$ cat config.mk
export PLATFORM = sky130hd
export DESIGN_NAME = integer_square
export DESIGN_NICKNAME = d
export VERILOG_FILES = /design/src/rtl/integer_square.sv
export SDC_FILE = /design/constraint.sdc
export NUM_CORES = 1
export LEC_CHECK = 0
export ABC_AREA = 1
export BUFFER_PORTS_ARGS = -buffer_cell sky130_fd_sc_hd__buf_2
export CORE_MARGIN = 4
export CORE_UTILIZATION = 40
export CTS_CLUSTER_DIAMETER = 50
export CTS_CLUSTER_SIZE = 30
export DETAILED_ROUTE_END_ITERATION = 10
export SLEW_MARGIN = 10
export SYNTH_ARGS = -nofsm -noshare
export SYNTH_HDL_FRONTEND = slang
export SYNTH_SLANG_ARGS = --single-unit
$ cat constraint.sdc
create_clock -name clk -period 6.67 [get_ports clk]
set_input_delay 0.3335 -clock clk [delete_from_list [all_inputs] [get_ports clk]]
set_output_delay 0.3335 -clock clk [all_outputs]
set_load 0.1 [all_outputs]
$ cat src/rtl/integer_square.sv
// integer_square: multi-cycle shift-add squarer, d = q*q + r.
// Rebuilds the radicand from a (root, remainder) pair produced by integer_sqrt.
// Uses the same stall/ready handshake as integer_sqrt. Flags non-canonical
// pairs (r > 2q) and results that do not fit in WIDTH bits.
module integer_square #(
    parameter int unsigned WIDTH  = 64,
    parameter int unsigned CYCLES = 32
) (
    input  logic             clk,
    input  logic             rst_n,
    input  logic             stall,
    input  logic [WIDTH-1:0] q,
    input  logic [WIDTH-1:0] r,
    output logic [WIDTH-1:0] d,
    output logic             ready,
    output logic             overflow,
    output logic             invalid
);

    localparam int unsigned HALF = WIDTH / 2;
    localparam int unsigned BITS = HALF / CYCLES;
    localparam int unsigned CW   = (CYCLES > 1) ? $clog2(CYCLES) : 1;
    localparam int unsigned AW   = 2 * WIDTH;

    typedef enum logic [1:0] {
        S_IDLE,
        S_BUSY,
        S_FINAL,
        S_DONE
    } state_t;

    state_t          r_state;
    state_t          w_next;
    logic [WIDTH-1:0] r_q;
    logic [WIDTH-1:0] r_r;
    logic [AW-1:0]    r_acc;
    logic [AW-1:0]    r_mcand;
    logic [HALF-1:0]  r_mplier;
    logic [CW-1:0]    r_cnt;
    logic [WIDTH-1:0] r_d;
    logic             r_ready;
    logic             r_ovf;
    logic             r_inv;
    logic [AW-1:0]    w_partial;
    logic [AW-1:0]    w_sum;
    logic             w_last;

    assign d        = r_d;
    assign ready    = r_ready;
    assign overflow = r_ovf;
    assign invalid  = r_inv;

    assign w_last = (r_cnt == CW'(CYCLES - 1));
    assign w_sum  = r_acc + AW'(r_r);

    // Partial product for this iteration: BITS multiplier bits against the shifted multiplicand.
    always_comb begin
        w_partial = '0;
        for (int unsigned j = 0; j < BITS; j++) begin
            if (r_mplier[j]) begin
                w_partial = w_partial + (r_mcand << j);
            end
        end
    end

    // State register.
    always_ff @(posedge clk or negedge rst_n) begin
        if (!rst_n) begin
            r_state <= S_IDLE;
        end else begin
            r_state <= w_next;
        end
    end

    // Next-state logic; stall forces IDLE from any state.
    always_comb begin
        w_next = r_state;
        if (stall) begin
            w_next = S_IDLE;
        end else begin
            case (r_state)
                S_IDLE:  w_next = S_BUSY;
                S_BUSY:  w_next = w_last ? S_FINAL : S_BUSY;
                S_FINAL: w_next = S_DONE;
                S_DONE:  w_next = S_DONE;
                default: w_next = S_IDLE;
            endcase
        end
    end

    // Datapath and output registers; outputs hold their values except in FINAL.
    always_ff @(posedge clk or negedge rst_n) begin
        if (!rst_n) begin
            r_q      <= '0;
            r_r      <= '0;
            r_acc    <= '0;
            r_mcand  <= '0;
            r_mplier <= '0;
            r_cnt    <= '0;
            r_d      <= '0;
            r_ready  <= 1'b0;
            r_ovf    <= 1'b0;
            r_inv    <= 1'b0;
        end else if (stall) begin
            r_ready <= 1'b0;
        end else begin
            case (r_state)
                S_IDLE: begin
                    r_q      <= q;
                    r_r      <= r;
                    r_acc    <= '0;
                    r_mcand  <= AW'(q[HALF-1:0]);
                    r_mplier <= q[HALF-1:0];
                    r_cnt    <= '0;
                end
                S_BUSY: begin
                    r_acc    <= r_acc + w_partial;
                    r_mcand  <= r_mcand << BITS;
                    r_mplier <= r_mplier >> BITS;
                    r_cnt    <= r_cnt + 1'b1;
                end
                S_FINAL: begin
                    r_d     <= w_sum[WIDTH-1:0];
                    r_ovf   <= (|r_q[WIDTH-1:HALF]) | (|w_sum[AW-1:WIDTH]);
                    r_inv   <= {1'b0, r_r} > {r_q, 1'b0};
                    r_ready <= 1'b1;
                end
                default: begin
                end
            endcase
        end
    end

endmodule

==> results.txt, run 1 <==
----------------------------------------------------
[Run status]
  Result of the run ... completed

[Floorplanning]
  Floorplan core area ... 100300 µm²
  Vert. Die Dim ... 326.3 µm
  Die outline width ... 326.3 µm
  Total number of placement rows ... 116
  Full die area ... 106500 µm²
  Top-Level Pins ... 198
  Starting Density ... 40.40%

[Worst setup path]
  Kind of critical path ... register to register
  Startpoint types ... register
  Type of element capturing the critical path ... register
  Arrival time at the worst endpoint ... 4.97 ns
  Data required time of the worst path ... 7.15 ns
  Largest fanout on the critical path ... 59

[Synthesis]
  Number of distinct standard cells referenced by the synthesized netlist ... 53
  Cell with the most instances after synthesis ... sky130_fd_sc_hd__nand2_1
  Yosys Warn Count ... 0
  Synth Area per Inst ... 6.292 µm²
  Share of flip-flops with an asynchronous set or reset ... 100.0%
  Most common library cells after synthesis ... sky130_fd_sc_hd__nand2_1 (1884), sky130_fd_sc_hd__inv_1 (1118), sky130_fd_sc_hd__nor2_1 (711), sky130_fd_sc_hd__dfrtp_1 (490), sky130_fd_sc_hd__o21ai_0 (449)
  Number of enable-type register cells in the synthesized netlist ... 0
  Synthesized Nets ... 6829
  Cell taking the most area after synthesis ... sky130_fd_sc_hd__dfrtp_1
  Number of instances in the synthesized netlist ... 6440
  Post-synth design cell area ... 40520 µm²
  Flip-flop and latch count after synthesis ... 490
  Share of synthesized area occupied by flip-flops and latches ... 30.26%
  Area share of the leading cell type in the synthesized netlist ... 30.26%
  Dominant cells by area after synthesis ... sky130_fd_sc_hd__dfrtp_1 (30%), sky130_fd_sc_hd__nand2_1 (17%), sky130_fd_sc_hd__inv_1 (10%)
  Ys flop type ... sky130_fd_sc_hd__dfrtp_1

[STA]
  Skew final ... 0.02739 ns
  Total Negative Setup Slacks ... 0 ns
  Minimum clock period after layout ... 4.495 ns
  Hold Vio Cnt, Final ... 0
  Post-route clock period utilization ... 67.39%
  Setup repair after global routing missed its margin ... no
  Final-report max-slew violation count ... 0
  Normalized max-slew margin ... 24.26%
  Final setup violation count ... 0
  F_max ... 222.5 MHz
  Measured slew at the worst slew-check pin ... 1.136 ns

[Clock network]
  Number of clock sinks ... 490
  Number of levels in the clock H-tree ... 3
  TritonCTS clock tree ... done
  Maximum root-to-sink buffer count ... 3
  Total CTS buffers ... 72
  Post-CTS setup-driven buffer insertion count ... 0
  Clock latency on the worst-skew pair ... 0.66 ns
  Cell at the root of the clock tree ... sky130_fd_sc_hd__clkbuf_16
  Clock transition at the registers of the reported paths ... 0.06 ns
  Resize count post-CTS ... 0

[Drt]
  First drt pass iteration count ... 6
  Routed Antenna Nets ... 0
  Number of vias per cell ... 5.417
  Total wire length ... 193100 µm
  Residual DRC count ... 0
  DR vias ... 44150
  Mean routed wirelength per cell ... 23.69 µm
  Initial DRC Count ... 4672

[Global routing]
  Pin count of the biggest net entering global routing ... 190
  Global route total overflow ... 0
  GRT Resource Usage Total ... 35.30%
  Antenna violations before repair ... 8
  First-pass GRT wire length ... 277700 µm
  Via count of the first global-routing pass ... 41710

[Flow run]
  Max-cap violation count ... 0

[Finish]
  Net count of the finished layout ... 7120
  Layout overhead on the synthesized area ... 15.35%
  Filler instances ... 10760
  Ratio of cells with drive above 1 in the final layout ... 8.130%
  Post-Route Utilization ... 46.61%

[Place]
  Count of buffers from port buffering ... 197
  HPWL reported at the end of detailed placement ... 160800 µm
  Routability cong. ... 1.048

[Power and ir drop]
  Static Leakage ... 0.02384 µW
  Max VDD drop ... 0.0002057 V
  Pwr/cell area ... 215.6 nW/µm²

[Hold path]
  Worst min path class ... input pin to register

----------------------------------------------------
flip-flops by register name, indices dropped and copies added (netlist names):
signal and flops:
r_acc 128, r_mcand 128, d 64, r_q 64
r_r 64, r_mplier 32, r_cnt 5, r_state 2
invalid 1, overflow 1, ready 1
final cells by class:
cell class / count / area (µm²) / share of cell area, %
Tap cell: 1357 / 1698 / 3.632
Inverter: 1161 / 4362 / 9.331
Sequential cell: 490 / 12270 / 26.24
Timing Repair Buffer: 341 / 2445 / 5.230
Multi-Input combinational cell: 4665 / 23460 / 50.19
Clock inverter: 44 / 515.5 / 1.103
Antenna cell: 3 / 7.507 / 0.01606
Clock buffer: 89 / 1988 / 4.253
repair_timing:
| item | CTS | global route |
|---|---|---|
| endpoints found under the hold margin | 197 | 0 |
| setup endpoints to repair | 0 | 0 |
| hold buffers | 122 | 0 |
logic make-up after synthesis:
group	count (synthesis)	synth area share [%]
AND/OR/NAND/NOR	3133	31.98
buffers and inverters	1285	11.91
AO/OA/AOI/OAI	1199	16.23
flip-flops	490	30.26
adder cells (fa/ha/maj)	258	8.003
XOR/XNOR	75	1.621
worst max-delay path, stage by stage (launching register included):
cell and delay (ns):
sky130_fd_sc_hd__dfrtp_4 0.88, sky130_fd_sc_hd__buf_4 0.36, sky130_fd_sc_hd__nand2_1 0.09, sky130_fd_sc_hd__inv_1 0.06, sky130_fd_sc_hd__ha_1 0.27, sky130_fd_sc_hd__a21oi_1 0.21, sky130_fd_sc_hd__inv_1 0.06, sky130_fd_sc_hd__nor2_1 0.19
sky130_fd_sc_hd__a21boi_0 0.38, sky130_fd_sc_hd__o21ai_0 0.15, sky130_fd_sc_hd__a21oi_1 0.29, sky130_fd_sc_hd__inv_1 0.22, sky130_fd_sc_hd__a21oi_1 0.43, sky130_fd_sc_hd__o21bai_1 0.26, sky130_fd_sc_hd__o21ai_0 0.23, sky130_fd_sc_hd__o21ai_0 0.11
worst paths after layout:
path	start	endpoint	slack, ns	cells past startpoint
max in group asynchronous	rst_n	r_acc[124]$_DFFE_PN0P_	5.03	3
worst max register to register	r_mplier[0]$_DFFE_PN0P_	r_acc[75]$_DFFE_PN0P_	2.18	15
worst min register to register	d[0]$_DFFE_PN0P_	d[0]$_DFFE_PN0P_	0.47	2
worst min-delay path	q[22]	r_q[22]$_DFFE_PN0P_	0.04	3
worst max-delay path	r_mplier[0]$_DFFE_PN0P_	r_acc[75]$_DFFE_PN0P_	2.18	15
min in group asynchronous	rst_n	r_mplier[19]$_DFFE_PN0P_	0.26	2
metrics by stage:
step	setup WS [ns]	cell area, µm²	total power, µW	hold WS, ns	cells
after floorplan	3.884	40520	5110	0.03791	6440
after detailed placement	2.386	43010	6026	0.3945	7892
final	2.175	46740	10080	0.04489	8150
after global routing	2.021	46730	10520	0.02877	8147
after global placement	2.381	43010	6001	0.3931	7892
after CTS	2.347	46730	10110	0.001532	8147
power by group:
group	leakage [µW]	total (µW)	internal [µW]	switching [µW]
combinational	0.0163	2530	739	1790
clock	0.00122	3990	2370	1620
sequential	0.00633	3560	3220	334
total	0.0238	10100	6340	3740
per-layer routing:
layer | part of all wire (%) | GRT usage [%] | routed length, µm | up-vias
met5 | 0.020 | 0 | 38 | -
met4 | 3.5 | 11.09 | 6844 | 6
met3 | 10 | 7.683 | 19600 | 299
met2 | 40 | 50.04 | 76720 | 1806
met1 | 47 | 53.06 | 89860 | 20970
li1 | - | - | - | 21070
cells in the final DEF (no fill, tap or decap), drive strengths merged, types with 2 or more instances in the layout:
master,n
and2,4
a211oi,5
o21a,17
bufinv,5
o21bai,28
o221ai,5
a221oi,2
o22ai,104
xor2,15
o31ai,10
nor3,82
a21o,38
a22o,4
fa,2
clkinv,21
a21oi,450
o21ai,481
nand3b,6
dlygate4sd3,122
nor2,780
clkinvlp,5
dfrtp,490
ha,256
nand2,1922
nand4,74
and3,4
a21boi,4
a32o,5
clkbuf,89
o2111ai,3
inv,1174
a31oi,35
xnor2,60
nand3,223
diode,3
nor3b,2
buf,219
or2,12
nor4,23
o211ai,7
Power figures use the tool's default switching activity.
==> run 2, diff against run 1 <==
==> constraint.sdc (replaced) <==
create_clock -name clk -period 4.6 [get_ports clk]
set_input_delay 0.23 -clock clk [delete_from_list [all_inputs] [get_ports clk]]
set_output_delay 0.23 -clock clk [all_outputs]
set_load 0.1 [all_outputs]
==> run 2 against run 1 <==
Sequential cell count unchanged; critical path depth unchanged; clock skew rose by 0.015 ns; non-clock buffer count is 26 higher; largest power group unchanged; total power up 46%; sequential share of layout area shrank 0.18 points.
==> results.txt, run 2 (synthesis results as in run 1) <==
----------------------------------------------------
[Clock network]
  Clock transition at the registers of the reported paths ... 0.06 ns (about the same)
  Resize count post-CTS ... 0 (unchanged)
  TritonCTS clock tree ... done
  Number of clock sinks ... 490 (unchanged)
  Number of levels in the clock H-tree ... 3 (unchanged)
  Maximum root-to-sink buffer count ... 3 (unchanged)
  Clock latency on the worst-skew pair ... 0.66 ns (about the same)
  Cell at the root of the clock tree ... sky130_fd_sc_hd__clkbuf_16
  Total CTS buffers ... 73 (+1.4%)

[Hold path]
  Worst min path class ... input pin to async pin

[Floorplanning]
  Die outline width ... 326.3 µm (unchanged)
  Starting Density ... 40.40% (unchanged)
  Vert. Die Dim ... 326.3 µm (unchanged)
  Top-Level Pins ... 198 (unchanged)
  Total number of placement rows ... 116 (unchanged)
  Full die area ... 106500 µm² (unchanged)
  Floorplan core area ... 100300 µm² (unchanged)

[Worst setup path]
  Kind of critical path ... register to register
  Type of element capturing the critical path ... register
  Crit path to ... r_acc[109]$_DFFE_PN0P_
  Max stage delay on crit path ... 0.54 ns (-0.34 ns)
  Startpoint of the lowest-slack register-to-register path ... r_mplier[0]$_DFFE_PN0P_
  Worst setup path startpoint ... r_mplier[0]$_DFFE_PN0P_
  Cell at the slowest stage of the critical path ... sky130_fd_sc_hd__dfrtp_4
  Length in cells of the worst reg-to-reg path ... 15 (unchanged)
  Arrival time at the worst endpoint ... 4.60 ns (-0.37 ns)
  Data required time of the worst path ... 5.08 ns (-2.07 ns)
  Worst-path cell chain ... buf_12 > buf_12 > nand2_1 > inv_1 > ha_1 > a21oi_1 > o21ai_0 > a21oi_1 > o21ai_0 > a31oi_1 > nand3_1 > a21o_1 > o21ai_0 > buf_4 > o21ai_0
  Largest fanout on the critical path ... 55 (-6.8%)
  Startpoint types ... register
  Reg2Reg Setup Slack ... 0.48 ns (-1.69 ns)
  Top cell by count, worst path ... sky130_fd_sc_hd__o21ai_0
  Critical R2R Capture ... r_acc[109]$_DFFE_PN0P_

[Finish]
  Filler instances ... 10580 (-1.6%)
  Ratio of cells with drive above 1 in the final layout ... 8.393% (+0.26 points)
  Largest registers ranked by flip-flop count ... r_acc x128, r_mcand x128
  Net count of the finished layout ... 7147 (+0.38%)
  Most common cell after layout, fill and taps aside ... sky130_fd_sc_hd__nand2_1
  Layout overhead on the synthesized area ... 16.16%
  Commonest cells after routing, fill and taps aside ... sky130_fd_sc_hd__nand2_1 (1884), sky130_fd_sc_hd__inv_1 (1115), sky130_fd_sc_hd__nor2_1 (709), sky130_fd_sc_hd__dfrtp_1 (489), sky130_fd_sc_hd__o21ai_0 (449)

[Drt]
  Residual DRC count ... 0 (unchanged)
  Initial DRC Count ... 5026 (+7.6%)
  Number of vias per cell ... 5.396 (-0.38%)
  Routed Antenna Nets ... 0 (unchanged)
  Mean routed wirelength per cell ... 22.90 µm (-3.3%)
  Total wire length ... 187200 µm (-3.0%)
  First drt pass iteration count ... 7 (+1)
  DR vias ... 44120 (-0.075%)

[Global routing]
  GRT Resource Usage Total ... 34.34% (-0.97 points)
  Via count of the first global-routing pass ... 41560 (-0.35%)
  Pin count of the biggest net entering global routing ... 121 (-36%)
  Antenna violations before repair ... 8 (unchanged)
  First-pass GRT wire length ... 272300 µm (-1.9%)
  Global route total overflow ... 0 (unchanged)

[STA]
  Measured slew at the worst slew-check pin ... 1.090 ns (-0.04615 ns)
  Normalized max-slew margin ... 26.67% (+2.4 points)
  Final setup violation count ... 0 (unchanged)
  Skew final ... 0.04273 ns (+0.01534 ns)
  Total Negative Setup Slacks ... 0 ns (unchanged)
  Hold Vio Cnt, Final ... 0 (unchanged)
  Setup repair after global routing missed its margin ... no
  Minimum clock period after layout ... 4.118 ns (-0.3770 ns)
  Post-route clock period utilization ... 89.51% (+22 points)
  Hold Worst Slack ... 0.1785 ns (+0.1337 ns)
  Final-report max-slew violation count ... 0 (unchanged)
  F_max ... 242.9 MHz (+9.2%)

[Power and ir drop]
  Max VDD drop ... 0.0002586 V (+26%)
  Total Power ... 14760 µW (+46%)
  Pwr/cell area ... 313.6 nW/µm² (+45%)
  Static Leakage ... 0.02398 µW (+0.61%)

[Place]
  HPWL reported at the end of detailed placement ... 155300 µm (-3.4%)
  Routability cong. ... 1.070 (+2.1%)
  Count of buffers from port buffering ... 197 (unchanged)

[Flow run]
  Max-cap violation count ... 0 (unchanged)

[Run status]
  Result of the run ... completed

----------------------------------------------------
## run 2: cell types whose count changed in the layout (fill, tap and decap cells not counted), moves of 2 or more
| cell | change |
|---|---|
| sky130_fd_sc_hd__buf_12 | +4 |
| sky130_fd_sc_hd__buf_4 | +14 |
| sky130_fd_sc_hd__clkbuf_1 | -3 |
| sky130_fd_sc_hd__clkinv_2 | -4 |
| sky130_fd_sc_hd__clkinv_8 | +6 |
| sky130_fd_sc_hd__clkinvlp_4 | +4 |
| sky130_fd_sc_hd__dlygate4sd3_1 | +8 |
| sky130_fd_sc_hd__inv_6 | -3 |
| sky130_fd_sc_hd__inv_8 | -2 |
## run 2: stage by stage
stage               instances  area [µm²]  utilization, %  setup WS (ns)
floorplan                6440       40520               -          1.814
global placement         7910       43200           43.07         0.6497
detailed placement       7910       43200           43.07         0.6277
CTS                      8172       47060           46.93         0.5991
global route             8172       47060           46.93         0.3368
finish                   8175       47070           46.93         0.4824
## run 2: per-layer routing
layer,track usage [%],wire length (µm),share of wire (%),vias up
met5,0,26,0.014,-
met4,10.97,6667,3.6,4
met3,7.658,21150,11,312
met2,48.61,74090,40,2061
met1,51.45,85300,46,20600
li1,-,-,-,21140
## run 2: critical path: cells and delay by family (launching register included)
kind	cells	cell delay (ns)
compound gates	8	1.82
fa+ha+maj	1	0.27
buf+inv	4	0.74
flops	1	0.54
simple gates	2	0.50
## run 2: report_power, final
group	switching, µW	internal (µW)	total (µW)
sequential	435	4670	5110
combinational	2660	1100	3750
clock	2440	3460	5900
## run 2: area by class of cell
type	instances	area, µm²	share of cell area, %
clock inverters	46	590.6	1.255
repair buffers	367	2710	5.757
well taps	1357	1698	3.607
flip-flops and latches	490	12270	26.06
diodes	3	7.507	0.01595
inverters	1161	4362	9.266
multi-input cells	4665	23460	49.84
clock buffers	86	1977	4.200
## run 2: worst min-delay path by stage
stage / to / slack, ns / depth (start not counted)
6_report: r_mplier[19]$_DFFE_PN0P_ / 0.18 / 2
4_1_cts: r_mcand[23]$_DFFE_PN0P_ / 0.21 / 2
5_1_grt: r_mplier[19]$_DFFE_PN0P_ / 0.25 / 2
2_1_floorplan: d[0]$_DFFE_PN0P_ / -0.07 / 0
3_3_place_gp: r_mplier[19]$_DFFE_PN0P_ / 0.31 / 1
3_5_place_dp: r_mplier[19]$_DFFE_PN0P_ / 0.31 / 1
## run 2: what timing repair did
item | in CTS | in global routing
buffers inserted | 0 | 0
hold endpoints to repair | 236 | 0
hold buffers | 130 | 0
